$ cat config.mk
export PLATFORM = sky130hd
export DESIGN_NAME = demux1_n_stream_flat
export DESIGN_NICKNAME = d
export VERILOG_FILES = /design/src/rtl/demux1_n_stream_pkg.sv /design/src/rtl/demux1_n_stream_if.sv /design/src/rtl/demux1_n_stream_out_reg.sv /design/src/rtl/demux1_n_stream.sv /design/src/flat_wrapper.sv
export SDC_FILE = /design/constraint.sdc
export NUM_CORES = 1
export LEC_CHECK = 0
export BUFFER_PORTS_ARGS = -buffer_cell sky130_fd_sc_hd__buf_4
export CAP_MARGIN = 20
export CORE_UTILIZATION = 47
export CTS_BUF_LIST = sky130_fd_sc_hd__clkbuf_16
export DETAILED_ROUTE_END_ITERATION = 12
export GPL_TIMING_DRIVEN = 0
export PLACE_DENSITY = 0.77
export SYNTH_ARGS = -nofsm -noshare
export SYNTH_HDL_FRONTEND = slang
export SYNTH_HIERARCHICAL = 1
export SYNTH_SLANG_ARGS = --single-unit
$ cat constraint.sdc
create_clock -name clk -period 1.9 [get_ports clk]
set_input_delay 0.38 -clock clk [delete_from_list [all_inputs] [get_ports clk]]
set_output_delay 0.38 -clock clk [all_outputs]
set_load 0.02 [all_outputs]
$ cat src/rtl/demux1_n_stream_pkg.sv
// Shared types and constants for the 1-to-N packet stream demultiplexer.
// Latency: n/a (declarations only).
// Backpressure: n/a (declarations only).
package demux_pkg;

    // Packet-level routing states.
    typedef enum logic [1:0] {
        IDLE = 2'd0,    // waiting for the first beat of a packet
        PKT  = 2'd1,    // forwarding the rest of a packet to the latched channel
        DROP = 2'd2     // swallowing the rest of a packet with an illegal select
    } state_t;

    localparam int ERR_CNT_W = 8;

    // Increment that sticks at all-ones instead of wrapping.
    function automatic logic [ERR_CNT_W-1:0] sat_inc(input logic [ERR_CNT_W-1:0] value);
        return (&value) ? value : value + 1'b1;
    endfunction

endpackage

$ cat src/rtl/demux1_n_stream_if.sv
// Stream bundle between a packet source, the demux and its N consumers.
// Latency: n/a (wiring only).
// Backpressure: I_ready flows back to the source, Y_ready flows in from each consumer.
interface demux1_n_stream_if #(
    parameter int WIDTH = 8,
    parameter int N_OUT = 8
);
    localparam int SEL_W = $clog2(N_OUT);

    // Single input port
    logic [WIDTH-1:0]       I_data;
    logic                   I_valid;
    logic                   I_last;
    logic                   I_ready;
    logic [SEL_W-1:0]       S;

    // N output channels, channel k payload at [k*WIDTH +: WIDTH]
    logic [N_OUT*WIDTH-1:0] Y_data;
    logic [N_OUT-1:0]       Y_last;
    logic [N_OUT-1:0]       Y_valid;
    logic [N_OUT-1:0]       Y_ready;

    // Demux side: consumes the input stream, produces the channel streams.
    modport slave (
        input  I_data, I_valid, I_last, S, Y_ready,
        output I_ready, Y_data, Y_last, Y_valid
    );

    // Environment side: drives the input stream and the channel readies.
    modport master (
        output I_data, I_valid, I_last, S, Y_ready,
        input  I_ready, Y_data, Y_last, Y_valid
    );

endinterface

$ cat src/rtl/demux1_n_stream_out_reg.sv
// One-entry output register for a single demux channel (payload + last flag).
// Latency: 1 cycle from write to valid.
// Backpressure: 'free' is high when the slot is empty or drains this cycle.
module demux_out_reg #(
    parameter int WIDTH = 8
) (
    input  logic             clk,
    input  logic             rst_n,
    input  logic             wr_en,
    input  logic [WIDTH-1:0] wr_data,
    input  logic             wr_last,
    input  logic             ready,
    output logic [WIDTH-1:0] data,
    output logic             last,
    output logic             valid,
    output logic             free
);

    // A new beat may be written when nothing is held or the held beat leaves now.
    assign free = ~valid | ready;

    // Payload only changes on a write, so an idle channel keeps its last beat visible.
    always_ff @(posedge clk or negedge rst_n) begin
        if (!rst_n) begin
            data <= '0;
            last <= 1'b0;
        end else if (wr_en) begin
            data <= wr_data;
            last <= wr_last;
        end
    end

    // Valid is set by a write (even one that coincides with a drain), cleared by a bare drain.
    always_ff @(posedge clk or negedge rst_n) begin
        if (!rst_n) begin
            valid <= 1'b0;
        end else if (wr_en) begin
            valid <= 1'b1;
        end else if (ready) begin
            valid <= 1'b0;
        end
    end

endmodule

$ cat src/rtl/demux1_n_stream.sv
// Registered 1-to-N packet demux: channel picked on a packet's first beat, held until its last.
// Latency: 1 cycle input to channel output; 1 beat/clock sustained, no inter-packet bubbles.
// Backpressure: I_ready follows the target channel's slot (comb from Y_ready); drops always accept.
module demux1_n_stream
    import demux_pkg::*;
#(
    parameter int WIDTH = 8,
    parameter int N_OUT = 8
) (
    input  logic                 clk,
    input  logic                 rst_n,
    demux1_n_stream_if.slave     bus,
    output logic [ERR_CNT_W-1:0] err_cnt,
    output logic                 busy
);

    localparam int SEL_W = $clog2(N_OUT);

    state_t             state;
    state_t             state_nxt;
    logic [SEL_W-1:0]   tgt;
    logic [SEL_W-1:0]   tgt_nxt;
    logic [SEL_W-1:0]   cur;
    logic               sel_ok;
    logic               accept;
    logic               do_write;
    logic               err_inc;
    logic               free_sel;
    logic [N_OUT-1:0]   free;
    logic [N_OUT-1:0]   wr_en;

    logic [N_OUT*WIDTH-1:0] y_data;
    logic [N_OUT-1:0]       y_last;
    logic [N_OUT-1:0]       y_valid;

    // A select can only be out of range when N_OUT is not a power of two.
    generate
        if ((1 << SEL_W) == N_OUT) begin : g_sel_full
            assign sel_ok = 1'b1;
        end else begin : g_sel_part
            assign sel_ok = (32'(bus.S) < 32'(N_OUT));
        end
    endgenerate

    // Channel currently addressed: the live select on a first beat, the latched one mid-packet.
    always_comb begin
        cur = (state == PKT) ? tgt : bus.S;
    end

    // Look up whether the addressed channel can take a beat this cycle.
    always_comb begin
        free_sel = 1'b0;
        for (int k = 0; k < N_OUT; k++) begin
            if (cur == SEL_W'(k)) begin
                free_sel = free[k];
            end
        end
    end

    // Input ready: follow the addressed channel, but never stall beats that will be thrown away.
    always_comb begin
        bus.I_ready = 1'b1;
        case (state)
            IDLE:    bus.I_ready = sel_ok ? free_sel : 1'b1;
            PKT:     bus.I_ready = free_sel;
            default: bus.I_ready = 1'b1;
        endcase
    end

    assign accept = bus.I_valid & bus.I_ready;

    // Next-state, target latch, write strobe and drop detection for the packet FSM.
    always_comb begin
        state_nxt = state;
        tgt_nxt   = tgt;
        do_write  = 1'b0;
        err_inc   = 1'b0;
        case (state)
            IDLE: begin
                if (accept) begin
                    if (sel_ok) begin
                        tgt_nxt   = bus.S;
                        do_write  = 1'b1;
                        state_nxt = bus.I_last ? IDLE : PKT;
                    end else begin
                        err_inc   = 1'b1;
                        state_nxt = bus.I_last ? IDLE : DROP;
                    end
                end
            end
            PKT: begin
                if (accept) begin
                    do_write = 1'b1;
                    if (bus.I_last) begin
                        state_nxt = IDLE;
                    end
                end
            end
            DROP: begin
                if (accept && bus.I_last) begin
                    state_nxt = IDLE;
                end
            end
            default: begin
                state_nxt = IDLE;
            end
        endcase
    end

    // One-hot write enable onto the addressed channel.
    always_comb begin
        wr_en = '0;
        for (int k = 0; k < N_OUT; k++) begin
            wr_en[k] = do_write && (cur == SEL_W'(k));
        end
    end

    // FSM state and latched target channel.
    always_ff @(posedge clk or negedge rst_n) begin
        if (!rst_n) begin
            state <= IDLE;
            tgt   <= '0;
        end else begin
            state <= state_nxt;
            tgt   <= tgt_nxt;
        end
    end

    // Count packets dropped for an illegal select, saturating rather than wrapping.
    always_ff @(posedge clk or negedge rst_n) begin
        if (!rst_n) begin
            err_cnt <= '0;
        end else if (err_inc) begin
            err_cnt <= sat_inc(err_cnt);
        end
    end

    assign busy = (state != IDLE);

    // Per-channel output slots; non-target channels keep draining on their own.
    generate
        for (genvar k = 0; k < N_OUT; k++) begin : g_ch
            demux_out_reg #(
                .WIDTH (WIDTH)
            ) u_out_reg (
                .clk     (clk),
                .rst_n   (rst_n),
                .wr_en   (wr_en[k]),
                .wr_data (bus.I_data),
                .wr_last (bus.I_last),
                .ready   (bus.Y_ready[k]),
                .data    (y_data[k*WIDTH +: WIDTH]),
                .last    (y_last[k]),
                .valid   (y_valid[k]),
                .free    (free[k])
            );
        end
    endgenerate

    assign bus.Y_data  = y_data;
    assign bus.Y_last  = y_last;
    assign bus.Y_valid = y_valid;

endmodule

$ cat src/flat_wrapper.sv
// flat-port wrapper written by rule: the top's interface ports become plain ports
module demux1_n_stream_flat import demux_pkg::*;
#(
    parameter int WIDTH = 8,
    parameter int N_OUT = 8
)
  (clk, rst_n, err_cnt, busy, bus_I_data, bus_I_valid, bus_I_last, bus_S, bus_Y_ready, bus_I_ready, bus_Y_data, bus_Y_last, bus_Y_valid);
  demux1_n_stream_if #(.WIDTH(WIDTH), .N_OUT(N_OUT)) bus_i ();
  input  logic clk;
  input  logic rst_n;
  output logic [ERR_CNT_W-1:0] err_cnt;
  output logic busy;
  input wire logic [$bits(bus_i.I_data)-1:0] bus_I_data;
  input wire logic [$bits(bus_i.I_valid)-1:0] bus_I_valid;
  input wire logic [$bits(bus_i.I_last)-1:0] bus_I_last;
  input wire logic [$bits(bus_i.S)-1:0] bus_S;
  input wire logic [$bits(bus_i.Y_ready)-1:0] bus_Y_ready;
  output wire logic [$bits(bus_i.I_ready)-1:0] bus_I_ready;
  output wire logic [$bits(bus_i.Y_data)-1:0] bus_Y_data;
  output wire logic [$bits(bus_i.Y_last)-1:0] bus_Y_last;
  output wire logic [$bits(bus_i.Y_valid)-1:0] bus_Y_valid;
  assign bus_i.I_data = bus_I_data;
  assign bus_i.I_valid = bus_I_valid;
  assign bus_i.I_last = bus_I_last;
  assign bus_i.S = bus_S;
  assign bus_i.Y_ready = bus_Y_ready;
  assign bus_I_ready = bus_i.I_ready;
  assign bus_Y_data = bus_i.Y_data;
  assign bus_Y_last = bus_i.Y_last;
  assign bus_Y_valid = bus_i.Y_valid;
  demux1_n_stream #(.WIDTH(WIDTH), .N_OUT(N_OUT)) u_core (.clk(clk), .rst_n(rst_n), .bus(bus_i), .err_cnt(err_cnt), .busy(busy));
endmodule
# After elaboration in Yosys (flattened, before gate mapping)
# Cells that the tools add are included.
# W data, S select, Z words.
# totals
wordCells,113
ff_bits,85
in_bits,23
# op_classes
reduce_logical,23
n_mux,34
bitwise_logic,17
eq_ne,13
# op_table
cell,count
$mux W1,28
$reduce_bool A2 Y1,9
$eq A3 B3 Y1 const B,4
$logic_and A1 B1 Y1,9
$mux W2,4
$not A1 Y1,8
$or A1 B1 Y1,8
$eq A3 B2 Y1 const B,2
$ne A2 B1 Y1 const B,3
$pmux W2 S3,1
$reduce_and A4 Y1,1
$eq A3 B1 Y1 const B,1
$logic_not A3 Y1,1
$mux W3,1
$eq A2 B1 Y1 const B,1
$eq A2 B2 Y1 const B,1
$logic_not A2 Y1,1
$ne A2 B2 Y1 const B,1
$reduce_and A2 Y1,1
$reduce_or A2 Y1,1
$and A1 B1 Y1,1

# Longest topological paths before layout
# Gate-level depths: netlist (run 1).
# logic_depth
word_depth,17
mapped_depth,9

# Hierarchy
# Netlist (run 1), hierarchy kept.
# modules_own_cells
module,instances,seq_area_each_um2,cells_per_inst,area_each_um2
demux_out_reg,8,250.2,22,409.1
demux1_n_stream,1,100.1,61,545.5

# Worst setup path before layout (run 1)
# No wires, ideal clock.
# synth_path
path_type,reg-to-reg
from,register u_core.state[0]
to,register u_core.g_ch[0].u_out_reg.data[0]
arrival_ns,2.181
synth_period_minus_slack_ns,2.306
required_time_ns,1.775
path_stages_with_launch,9
slack_ns,-0.406
path_buffers,2
setup_time_ns,0.125
cell_sequence,dfrtp_1 buf_6 mux2i_1 mux2_1 o32a_4 o21ai_2 nor3_1 buf_6 mux2_4
# synth_via
elab_chain_cells,16
word_cells_on_any_way,25
cone_classes,eq/ne: 8; mux: 12; bitwise: 1; reduce/logical: 4
# synth_rtl
item,line,rtl
from (decl),demux1_n_stream.sv:19,state_t state;
from (signal assigned),demux1_n_stream.sv:124,state <= state_nxt;
$eq A2 B1 Y1,"demux1_n_stream.sv:47, demux1_n_stream.sv:63, demux1_n_stream.sv:78",
$mux W3,demux1_n_stream.sv:47,cur = (state == PKT) ? tgt : bus.S;
$logic_not A3 Y1,"demux1_n_stream.sv:54, demux1_n_stream.sv:114",
$mux W1 (8 in a row),demux1_n_stream.sv:54,if (cur == SEL_W'(k)) begin
$mux W1,demux1_n_stream.sv:63,case (state)
$and A1 B1 Y1,demux1_n_stream.sv:70,assign accept = bus.I_valid & bus.I_ready;
$mux W1,demux1_n_stream.sv:92,if (accept) begin
$mux W1,--,
$logic_and A1 B1 Y1 (*),demux1_n_stream.sv:114,wr_en[k] = do_write && (cur == SEL_W'(k));
named net u_core.wr_en[0],demux1_n_stream.sv:30,logic [N_OUT-1:0] wr_en;
to (signal assigned),demux1_n_stream_out_reg.sv:28,data <= wr_data;
to (decl),demux1_n_stream_out_reg.sv:13,"output logic [WIDTH-1:0] data,"
# Mark *: on every way through the listed nets, which the timed path passes. The rest lies on a longest branch.
# A chain may end at the register's enable or synchronous reset.

# Worst setup path in the final report (run 1)
# layout_path
from,register u_core.state[0]
to,register u_core.g_ch[7].u_out_reg.data[2]
# layout_via
elab_chain_cells,16
word_cells_on_any_way,25
cone_classes,eq/ne: 8; mux: 12; bitwise: 1; reduce/logical: 4
# layout_rtl
item,line
$eq A2 B1 Y1,"demux1_n_stream.sv:47, demux1_n_stream.sv:63, demux1_n_stream.sv:78"
$mux W3,demux1_n_stream.sv:47
$logic_not A3 Y1,demux1_n_stream.sv:54
$mux W1 (8 in a row),demux1_n_stream.sv:54
$mux W1,demux1_n_stream.sv:63
$and A1 B1 Y1,demux1_n_stream.sv:70
$mux W1,demux1_n_stream.sv:92
$mux W1,--
$logic_and A1 B1 Y1 (*),demux1_n_stream.sv:114
named net u_core.wr_en[7],demux1_n_stream.sv:30
to (signal assigned),demux1_n_stream_out_reg.sv:28
to (decl),demux1_n_stream_out_reg.sv:13
# Marks and branches as above.

==> results of run 1 <==
[through the flow]
| step | total power [uW] | instance area (um2) | setup slack [ps] |
|---|---|---|---|
| CTS | 10500 | 5390 | -445 |
| floorplan | 6360 | 3900 | -320 |
| finish | 10700 | 5490 | -437 |
| global route | 11100 | 5490 | -500 |
| detailed placement | 8250 | 4810 | -478 |
| global placement | 8120 | 4810 | -401 |
[worst max-delay path: stages, from the launching register on]
cell     delay, ps
dfrtp_2        420
buf_8          150
mux2i_4        190
buf_6          140
mux2i_4        180
nor2_4         140
o21ai_4         90
buf_8          160
nor3_4         230
buf_6          190
mux2_4         310
[area by class of cell]
cell class	count	area, um2
tap	102	128
buffer	18	180
timing repair buffer	124	1000
fill	546	2320
clock buffer	9	225
sequential	84	2100
clock inverter	6	63.8
inverter	3	13.8
multi-input combinational	139	1770
[sequential cells by signal (all words and copies together) (netlist names)]
register / cells
u_core/g_ch.u_out_reg/data: 64
u_core/g_ch.u_out_reg/last: 8
u_core/g_ch.u_out_reg/valid: 8
u_core/state: 1
u_core/tgt: 3
[kinds of logic (layout without fill, tap and decap cells)]
logic type / count (synthesis) / after routing / synth area share [%]
buffers and inverters: 21 / 160 / 4.65
AOI/OAI and AO/OA: 11 / 11 / 3.24
other: 1 / 8 / 0.0982
DFF: 84 / 84 / 55.0
and+or+nand+nor: 38 / 38 / 5.47
muxes: 82 / 82 / 31.5
[final timing paths]
path / from / to / slack (ps) / cells past startpoint
hold reg to reg: u_core/g_ch[2].u_out_reg/data[1] / u_core/g_ch[2].u_out_reg/data[1] / 510 / 1
max in group asynchronous: rst_n / u_core/state[0] / 850 / 3
setup / recovery: u_core/state[0] / u_core/g_ch[7].u_out_reg/data[2] / -440 / 10
hold / removal: bus_I_last / u_core/state[0] / 320 / 2
min in group asynchronous: rst_n / u_core/g_ch[1].u_out_reg/data[6] / 440 / 2
setup reg to reg: u_core/state[0] / u_core/g_ch[7].u_out_reg/data[2] / -440 / 10
[repair_timing]
item,4_1_cts,5_1_grt
buffers inserted,9,2
setup endpoints to repair,84,85
hold buffers,0,1
resized for setup,41,14
endpoints found under the hold margin,0,9
pin swaps,11,7
gates cloned,7,1
[placed cells by master (no fill, tap or decap), types with 2 or more instances in the layout]
cell type / n
buf_4: 118
buf_6: 19
buf_8: 3
clkbuf_16: 9
clkinv_1: 2
conb_1: 8
dfrtp_1: 83
inv_6: 2
mux2_4: 76
mux2i_4: 3
nand2_1: 2
nand2b_1: 17
nor2_1: 3
nor3_4: 8
o32a_4: 2
[metal layers]
| metal | track usage, % | vias up |
|---|---|---|
| li1 | - | 1105 |
| met3 | 3.98 | 14 |
| met4 | 10.2 | 0 |
| met1 | 32.3 | 1254 |
| met2 | 37.9 | 83 |
| met5 | 0 | - |
[power by group through the flow]
stage | clock, uW | sequential [uW] | combinational (uW)
final | 1720 | 3250 | 5700
after global routing | 1810 | 3340 | 5970
after CTS | 1740 | 3230 | 5550
after detailed placement | 0 | 3210 | 5030
after global placement | 0 | 3180 | 4930
after floorplan | 0 | 4160 | 2200
==> metrics.yaml, run 1 <==
yosys:
  ys.flop_type: "dfrtp_1"
  synth_edf_count: 0
  netlist_top_cells_area: "dfrtp_1 55%, mux2_4 29%, nand2b_1 2.8%"
  avgSynthCellArea_um2: 16.1
  ys_types: 30
  synthArstFlopShare_pct: 100
  synth_top_area_share_pct: 55.0
  ys_seq_area_share_pct: 55.0
  yosysWarnings: 6
  synth_seq_cells: 84
  synthMostInstantiatedCell: "dfrtp_1"
  postSynthCellCount: 237
  ys_top_cells_by_count: "84 x dfrtp_1, 75 x mux2_4, 17 x nand2b_1"
  netlist_area_um2: 3820
  yosys.area.top_type: "dfrtp_1"
global_route:
  grt_max_degree: 85
  grt_pass1_vias: 2584
  grt_pass1_wl_mm: 14.9
  track_usage_pct: 23.8
  antenna_found_initial: 0
  grt_remaining_overflow: 0
detailed_routing:
  wl_mm: 9.58
  wirelength_met1_mm: 4.16
  via_per_inst: 5.06
  firstDrtPassIters: 4
  ant_nets: 0
  highest_layer: "met4"
  drt_iter0_drc: 94
  route.met3.wl_um: 420
  wl_per_cell_um: 19.8
  wl_met2_mm: 4.79
  drc_errors: 0
  vias: 2456
power_and_ir_drop:
  powerDensity_nw_per_um2: 1940
  p_sw_share_pct: 37.4
  peakVddDrop_v: 0.00117
  pwr-share-comb_pct: 53.5
  pwr-share-clk_pct: 16.1
  p_seq_share_pct: 30.4
  p_leak_uw: 0.00267
  p_int_uw: 6680
  power_switching_uw: 3990
floorplanning:
  num_io_pins: 113
  fp.coreArea_um2: 7810
  rows: 32
  dieArea_um2: 8490
  initial_core_util_pct: 48.9
  die_h_um: 92.1
  die_w_um: 92.1
status:
  violations: "negative setup slack"
  status: "finished with violations"
cts:
  cts_buffer_depth: 2
  cts_htree_levels: 3
  root_buffer: "clkbuf_16"
  clk_pin_slew_ps: 70
  clk_latency_ps: 330
  cts_tree: "yes"
  cts_buffers: 9
  cts_num_sinks: 84
final_layout:
  syn_to_final_growth_pct: 43.7
  drive_gt1_share_pct: 67.4
  final_core_util_pct: 70.3
  final_nets: 402
  antenna_cells: 0
  finalNonFillerCells: 485
sta:
  fin_worst_skew_ps: 8.13
  timing.final.crit_share_pct: 123
  period_minus_slack_ps: 2340
  rsz0062_at_grt: "true"
  maxSlewHeadroom_pct: 61.8
  hold_viol_final: 0
  setup_viol: 84
  fin_setup_tns_ps: -32360
  fmax_mhz: 428
  holdWs_ps: 319
  setup_ws_ps: -437
  final-max-slew-violation-count: 0
  worst_pin_slew_ps: 573
critical_path:
  critical_path_class: "flip-flop to flip-flop"
  critPathMaxFanout: 8
  startpoint_type: "flip-flop"
  worstSetupEndpointType: "flip-flop"
  required_ps: 2110
  crit_arrival_ps: 2540
worst_hold_path:
  hp-class: "input port to flip-flop"
placement:
  dp_cells: 450
  place_hpwl_mm: 5.62
  portBuffers: 104
  gp_congestion: 0.826
flow_run:
  drv_cap: 0
Power figures use the tool's default switching activity.
==> run 2: changes to the inputs <==
--- a/config.mk
+++ b/config.mk
@@ -7,11 +7,11 @@
 export LEC_CHECK = 0
 export BUFFER_PORTS_ARGS = -buffer_cell sky130_fd_sc_hd__buf_4
 export CAP_MARGIN = 20
-export CORE_UTILIZATION = 47
+export CORE_UTILIZATION = 40
 export CTS_BUF_LIST = sky130_fd_sc_hd__clkbuf_16
 export DETAILED_ROUTE_END_ITERATION = 12
 export GPL_TIMING_DRIVEN = 0
-export PLACE_DENSITY = 0.77
+export PLACE_DENSITY = 0.67
 export SYNTH_ARGS = -nofsm -noshare
 export SYNTH_HDL_FRONTEND = slang
 export SYNTH_HIERARCHICAL = 1
==> run 2 against run 1 <==
  * The run ends with negative hold slack, negative setup slack left
  * Design area grew 0.78%
  * Clock skew about the same
  * Non-clock buffer count rose by 2
  * Critical path type is now flip-flop to primary output
  * Fmax is 0.12% higher
  * Total power shrank 1.1%
  * Critical path depth decreased by 3
  * Final cell count is 6.0% higher
  * Die area is 17% higher
  * Count of clock-buffer cells in the layout did not move
  * Wire length shrank 3.0%
  * First-iteration DRC count is 67% lower
  * Sequential share of layout area fell by 0.27 points
==> metrics.yaml, run 2 (synthesis gave the netlist of run 1 again) <==
critical_path:
  critical_path_class: "flip-flop to primary output"
  slowest_delay_ps: 370  # -50 ps
  critPathMaxFanout: 6  # -2
  path_cells: "buf_8, mux2i_4, mux2i_2, o221ai_4, o21ai_4, inv_2, buf_6"
  startpoint_type: "flip-flop"
  crit_arrival_ps: 1950  # -590 ps
  worstSetupEndpointType: "primary output"
  critPathSlowestCell: "dfrtp_2"
  required_ps: 1520  # -590 ps
sta:
  fin_worst_skew_ps: 8.52  # +0.387 ps
  fin_setup_tns_ps: -31310  # +1050 ps
  hold_viol_final: 13  # +13
  setup_ws_ps: -434  # +2.74 ps
  timing.final.crit_share_pct: 123  # -0.14 points
  rsz0062_at_grt: "true"
  setup_viol: 85  # +1.2%
  holdWs_ps: -16.2  # -335 ps
  worst_pin_slew_ps: 533  # -39.3 ps
  final-max-slew-violation-count: 0  # unchanged
  fmax_mhz: 428  # +0.12%
  period_minus_slack_ps: 2330  # -2.74 ps
  maxSlewHeadroom_pct: 64.4  # +2.6 points
placement:
  dp_cells: 477  # +6.0%
  portBuffers: 104  # unchanged
  place_hpwl_mm: 5.42  # -3.7%
  gp_congestion: 0.769  # -6.9%
cts:
  cts_num_sinks: 84  # unchanged
  root_buffer: "clkbuf_16"
  clk_latency_ps: 330  # about the same
  cts_htree_levels: 3  # unchanged
  clk_pin_slew_ps: 70  # about the same
  cts_buffer_depth: 2  # unchanged
  cts_tree: "yes"
  cts_buffers: 9  # unchanged
power_and_ir_drop:
  p_sw_share_pct: 37.2  # -0.17 points
  peakVddDrop_v: 0.000888  # -24%
  powerDensity_nw_per_um2: 1910  # -1.9%
  power_switching_uw: 3920  # -1.6%
  pwr-share-comb_pct: 54.3  # +0.8 points
  pwr-share-clk_pct: 15.2  # -0.9 points
  p_seq_share_pct: 30.5  # about the same
  p_int_uw: 6620  # -0.85%
  p_leak_uw: 0.00267  # -0.14%
floorplanning:
  initial_core_util_pct: 41.3  # -7.6 points
  rows: 35  # +9.4%
  num_io_pins: 113  # unchanged
  die_h_um: 99.7  # +8.2%
  die_w_um: 99.7  # +8.2%
  fp.coreArea_um2: 9240  # +18%
  dieArea_um2: 9940  # +17%
status:
  status: "finished with violations"
  violations: "negative hold slack, negative setup slack"
global_route:
  grt_pass1_vias: 2381  # -7.9%
  grt_pass1_wl_mm: 14.1  # -5.1%
  antenna_found_initial: 0  # unchanged
  grt_remaining_overflow: 0  # unchanged
  grt_max_degree: 85  # unchanged
  track_usage_pct: 19.4  # -4.4 points
final_layout:
  antenna_cells: 0  # unchanged
  final_cell_mix: "118 x buf_4, 82 x dfrtp_1, 76 x mux2_4, 23 x buf_6, 12 x nand2b_1"
  drive_gt1_share_pct: 69.1  # +1.7 points
  final_common_cell: "buf_4"
  top_regs: "u_core/g_ch.u_out_reg/data: 64 flops, u_core/g_ch.u_out_reg/last: 8 flops, u_core/g_ch.u_out_reg/valid: 8 flops"
  finalNonFillerCells: 514  # +6.0%
  syn_to_final_growth_pct: 44.9
  largest_reg_flops: 64  # unchanged
  top_register: "u_core/g_ch.u_out_reg/data"
  final_nets: 404  # +0.50%
detailed_routing:
  ant_nets: 0  # unchanged
  wl_mm: 9.29  # -3.0%
  wl_per_cell_um: 18.1  # -8.5%
  vias: 2404  # -2.1%
  drc_errors: 0  # unchanged
  drt_iter0_drc: 31  # -67%
  firstDrtPassIters: 4  # unchanged
  via_per_inst: 4.68  # -7.6%
worst_hold_path:
  hp-class: "input port to asynchronous set/reset pin"
flow_run:
  drv_cap: 0  # unchanged
==> run 2: cell count changes in the layout (fill, tap and decap cells not counted), moves of 2 or more <==
cell / delta
nand2b_1: -5
nand2b_4: +5
buf_6: +4
clkinvlp_4: +3
clkinv_1: -2
==> run 2: per-layer routing <==
layer,part of all wire [%],track usage (%)
met1,45,26.5
met2,50,31.4
met3,3.6,2.60
met4,1.3,7.47
met5,0,0
==> run 2: through the flow <==
stage / hold WS [ps] / cell area [um2] / total power, uW / utilization, % / setup WS (ps)
after global routing: 12.4 / 5530 / 11100 / 59.9 / -521
after detailed placement: 493 / 4840 / 8210 / 52.4 / -427
after CTS: 272 / 5430 / 10500 / 58.8 / -444
final: -16.2 / 5530 / 10500 / 59.9 / -434
after global placement: 497 / 4840 / 8140 / 52.4 / -417
after floorplan: 84.4 / 3900 / 6360 / - / -320
==> run 2: worst max-delay path: cells and delay by family, from the launching register on <==
| kind | cells | cell delay (ps) |
|---|---|---|
| multiplexers | 2 | 550 |
| flip-flops | 1 | 370 |
| AO/OA/AOI/OAI | 2 | 380 |
| buffers and inverters | 3 | 330 |
==> run 2: layout make-up <==
class | instances | area, um2
clock buffers | 9 | 225
clock inverters | 6 | 48.8
repair buffers | 126 | 1020
multi-input cells | 139 | 1780
plain buffers | 18 | 180
well taps | 129 | 161
fillers | 692 | 3710
flip-flops and latches | 84 | 2100
inverters | 3 | 13.8
==> run 2: path summary, 6_finish.rpt <==
check                                                 start                          endpoint  slack, ps  depth (start not counted)
max reg2reg                                 u_core/state[0]  u_core/g_ch[4].u_out_reg/data[7]       -420                         10
max in group asynchronous                             rst_n  u_core/g_ch[1].u_out_reg/data[6]       1320                          2
min in group clk                                 bus_I_last                   u_core/state[0]        320                          2
max                                         u_core/state[0]                       bus_I_ready       -430                          7
min reg2reg                u_core/g_ch[1].u_out_reg/data[5]  u_core/g_ch[1].u_out_reg/data[5]        510                          1
min                                                   rst_n  u_core/g_ch[1].u_out_reg/data[0]        -20                          1
==> run 2: what timing repair did <==
action                     4_1_cts  5_1_grt
cloned                           7        0
hold buffers                     0        0
pin swaps                       12        7
setup buffers                   12        2
setup endpoints to repair       84       85
resized for setup               43       12
==> run 2: power groups by stage <==
stage          clock [uW]  combinational (uW)  sequential, uW
3_5_place_dp            0                5010            3200
4_1_cts              1640                5600            3220
3_3_place_gp            0                4950            3190
5_1_grt              1740                6000            3320
6_report             1600                5720            3220
2_1_floorplan           0                2200            4160
==> run 3: changes to the inputs <==
--- a/config.mk
+++ b/config.mk
@@ -5,13 +5,14 @@
 export SDC_FILE = /design/constraint.sdc
 export NUM_CORES = 1
 export LEC_CHECK = 0
+export ABC_AREA = 1
 export BUFFER_PORTS_ARGS = -buffer_cell sky130_fd_sc_hd__buf_4
 export CAP_MARGIN = 20
 export CORE_UTILIZATION = 40
 export CTS_BUF_LIST = sky130_fd_sc_hd__clkbuf_16
 export DETAILED_ROUTE_END_ITERATION = 12
 export GPL_TIMING_DRIVEN = 0
-export PLACE_DENSITY = 0.67
+export PLACE_DENSITY = 0.68
 export SYNTH_ARGS = -nofsm -noshare
 export SYNTH_HDL_FRONTEND = slang
 export SYNTH_HIERARCHICAL = 1
==> run 3 against run 2 <==
  * Global-route usage increased by 3.2 points
  * Setup slack got worse by 32 ps
  * Clock skew decreased by 1.9 ps
  * Via count up 31%
  * Wire length is 5.4% higher
  * Critical endpoint unchanged
  * Total power fell by 13%
  * Sequential cell count stayed put
  * The run ends with negative setup slack left
  * Sequential share of layout area up 3.3 points
==> metrics.yaml, run 3 <==
status:
  status: "finished with violations"
  violations: "negative setup slack"
global_route:
  use_met2_pct: 33.7  # +2.3 points
  top_usage_layer: "met2"
  grt_pass1_wl_mm: 15.0  # +6.5%
  grt_pass1_vias: 2972  # +25%
  track_usage_pct: 22.6  # +3.2 points
  use_met3_pct: 5.42  # +2.8 points
  grtUsageMet1_pct: 30.3  # +3.7 points
  grt_remaining_overflow: 0  # unchanged
  grt_max_degree: 85  # unchanged
  antenna_found_initial: 0  # unchanged
power_and_ir_drop:
  p_leak_uw: 0.00290  # +8.9%
  peakVddDrop_v: 0.000798  # -10%
  powerDensity_nw_per_um2: 1800  # -5.3%
yosys:
  netlist_top_cells_area: "dfrtp_1 60%, nand2_1 27%, buf_6 3.2%"
  postSynthCellCount: 411  # +73%
  netlist_area_um2: 3510  # -8.1%
  synthArstFlopShare_pct: 100  # unchanged
  synth_fa_ha_area_share_pct: 0  # unchanged
  yosysWarnings: 6  # unchanged
  ys_top_cells_by_count: "253 x nand2_1, 84 x dfrtp_1, 14 x inv_1"
  synth-xor-area-share_pct: 0  # unchanged
  synth_edf_count: 0  # unchanged
  synth-compound-area-share_pct: 1.14  # -2.1 points
  synthMostInstantiatedCell: "nand2_1"
  synth_seq_cells: 84  # unchanged
  ys.flop_type: "dfrtp_1"
  yosys.area.top_type: "dfrtp_1"
  yosys.area_share.simple_pct: 31.3  # +26 points
  synth_mux_area_share_pct: 0  # -31 points
  synth_top_area_share_pct: 59.9  # +4.9 points
  avgSynthCellArea_um2: 8.54  # -47%
  ys_seq_area_share_pct: 59.9  # +4.9 points
  ys_types: 21  # -30%
  synth_top_family_by_area: "simple AND/OR/NAND/NOR gates"
final_layout:
  drive_gt1_share_pct: 34.7  # -34 points
  final_nets: 587  # +45%
  top_regs: "u_core/g_ch.u_out_reg/data: 64 flops, u_core/g_ch.u_out_reg/last: 8 flops, u_core/g_ch.u_out_reg/valid: 8 flops"
  final_cell_mix: "252 x nand2_1, 130 x buf_4, 83 x dfrtp_1, 14 x inv_1, 13 x buf_6"
  top_register: "u_core/g_ch.u_out_reg/data"
  antenna_cells: 0  # unchanged
  final_common_cell: "nand2_1"
  syn_to_final_growth_pct: 45.1
  largest_reg_flops: 64  # unchanged
sta:
  fmax_mhz: 423  # -1.4%
  fin_worst_skew_ps: 6.58  # -1.94 ps
  setup_ws_ps: -466  # -32.3 ps
  period_minus_slack_ps: 2370  # +32.3 ps
  setup_viol: 85  # unchanged
  rsz0062_at_grt: "true"
  fin_setup_tns_ps: -28180  # +3130 ps
  final-max-slew-violation-count: 0  # unchanged
  hold_viol_final: 0  # -13
  timing.final.crit_share_pct: 125  # +1.7 points
  holdWs_ps: 293  # +309 ps
detailed_routing:
  via_per_inst: 4.68  # about the same
  drt_iter0_drc: 165  # +430%
  drc_errors: 0  # unchanged
  vias: 3142  # +31%
  firstDrtPassIters: 4  # unchanged
  ant_nets: 0  # unchanged
  wl_per_cell_um: 14.6  # -19%
  wl_mm: 9.80  # +5.4%
floorplanning:
  fp.coreArea_um2: 8340  # -9.7%
  die_w_um: 95.7  # -4.1%
  die_h_um: 95.7  # -4.1%
  num_io_pins: 113  # unchanged
  initial_core_util_pct: 42.1  # +0.74 points
  dieArea_um2: 9150  # -8.0%
  rows: 33  # -5.7%
critical_path:
  worstSetupEndpointType: "primary output"
  critPathMaxFanout: 7  # +1
  path_cells: "inv_2, nand2_2, nand2_4, buf_4, buf_4, o211ai_1, nand4_4, nand2_1, inv_1, buf_6"
  critPathSlowestCell: "dfrtp_2"
  slowest_delay_ps: 460  # +90 ps
  startpoint_type: "flip-flop"
  critical_path_class: "flip-flop to primary output"
  required_ps: 1520  # about the same
  cp_common_cell: "buf_4"
  crit_arrival_ps: 1990  # +40 ps
placement:
  gp_congestion: 0.800  # +4.1%
  pre_cts_ws_ps: -300  # +127 ps
  place_hpwl_mm: 6.00  # +11%
  portBuffers: 104  # unchanged
cts:
  cts_buffer_depth: 2  # unchanged
  clk_pin_slew_ps: 50  # -20 ps
  cts_tree: "yes"
  clk_latency_ps: 320  # about the same
  root_buffer: "clkbuf_16"
  cts_htree_levels: 3  # unchanged
  cts_buffers: 9  # unchanged
  cts_num_sinks: 84  # unchanged
flow_run:
  drv_cap: 0  # unchanged
worst_hold_path:
  hp-class: "input port to flip-flop"
[run 3: changes by cell type after synthesis, sizes merged, moves of 4 or more]
cell,before,now
inv,3,24
mux2,77,0
mux2i,5,0
nand2,2,257
nand2b,17,0
nand3,1,5
nor2,5,11
nor3,10,3
[run 3: cell type report]
| type | instances | area, um2 |
|---|---|---|
| repair buffers | 136 | 1060 |
| inverters | 24 | 138 |
| well taps | 105 | 131 |
| clock inverters | 5 | 23.8 |
| flip-flops and latches | 84 | 2100 |
| multi-input cells | 292 | 1240 |
| clock buffers | 9 | 225 |
| plain buffers | 17 | 165 |
| fillers | 760 | 3250 |
[run 3: repair_timing]
action,4_1_cts,5_1_grt
gates cloned,6,0
gates resized for setup,20,7
buffers inserted,25,3
hold buffers,0,1
setup endpoints to repair,81,85
hold endpoints to repair,0,26
pin swaps,11,6
[run 3: worst paths after layout]
kind                                                     from                                to  slack, ps  cells past startpoint
worst max-delay path                          u_core/state[0]                       bus_I_ready       -470                     10
worst min register to register  u_core/g_ch[7].u_out_reg/last     u_core/g_ch[7].u_out_reg/last        470                      2
max in group asynchronous                               rst_n  u_core/g_ch[3].u_out_reg/data[4]        770                      3
min in group asynchronous                               rst_n     u_core/g_ch[6].u_out_reg/last        510                      2
worst min-delay path                                 bus_S[1]                     u_core/tgt[1]        290                      3
worst max register to register                u_core/state[0]  u_core/g_ch[5].u_out_reg/data[4]       -440                     18
[run 3: power breakdown]
group	internal (uW)	switching, uW
Clock	853	637
Combinational	2010	2650
Sequential	2580	462
Total	5440	3750
[run 3: per-stage QoR]
| stage | util [%] | instance area, um2 | total power [uW] | std cells |
|---|---|---|---|---|
| final | 61.0 | 5090 | 9190 | 672 |
| after CTS | 60.2 | 5020 | 9080 | 671 |
| after global placement | 53.9 | 4500 | 6960 | 627 |
| after global routing | 61.0 | 5090 | 9770 | 672 |
| after floorplan | - | 3590 | 5350 | 418 |
| after detailed placement | 53.9 | 4500 | 7040 | 627 |
[run 3: kinds of logic (layout without fill, tap and decap cells)]
logic type             Yosys count  in the layout
other                            1              8
buffers and inverters           42            191
AOI/OAI and AO/OA                4              4
and+or+nand+nor                280            280
DFF                             84             84
[run 3: per-layer routing]
layer / part of all wire (%) / vias up / wire (um)
li1: - / 1530 / -
met1: 43 / 1476 / 4240
met2: 46 / 114 / 4550
met3: 7.7 / 22 / 750
met4: 2.6 / 0 / 259
met5: 0 / - / 0
[run 3: critical path, delay by kind of cell (launching register included)]
| kind | cells | cell delay [ps] |
|---|---|---|
| flip-flops | 1 | 460 |
| buffers and inverters | 5 | 510 |
| AO/OA/AOI/OAI | 1 | 280 |
| AND/OR/NAND/NOR | 4 | 400 |
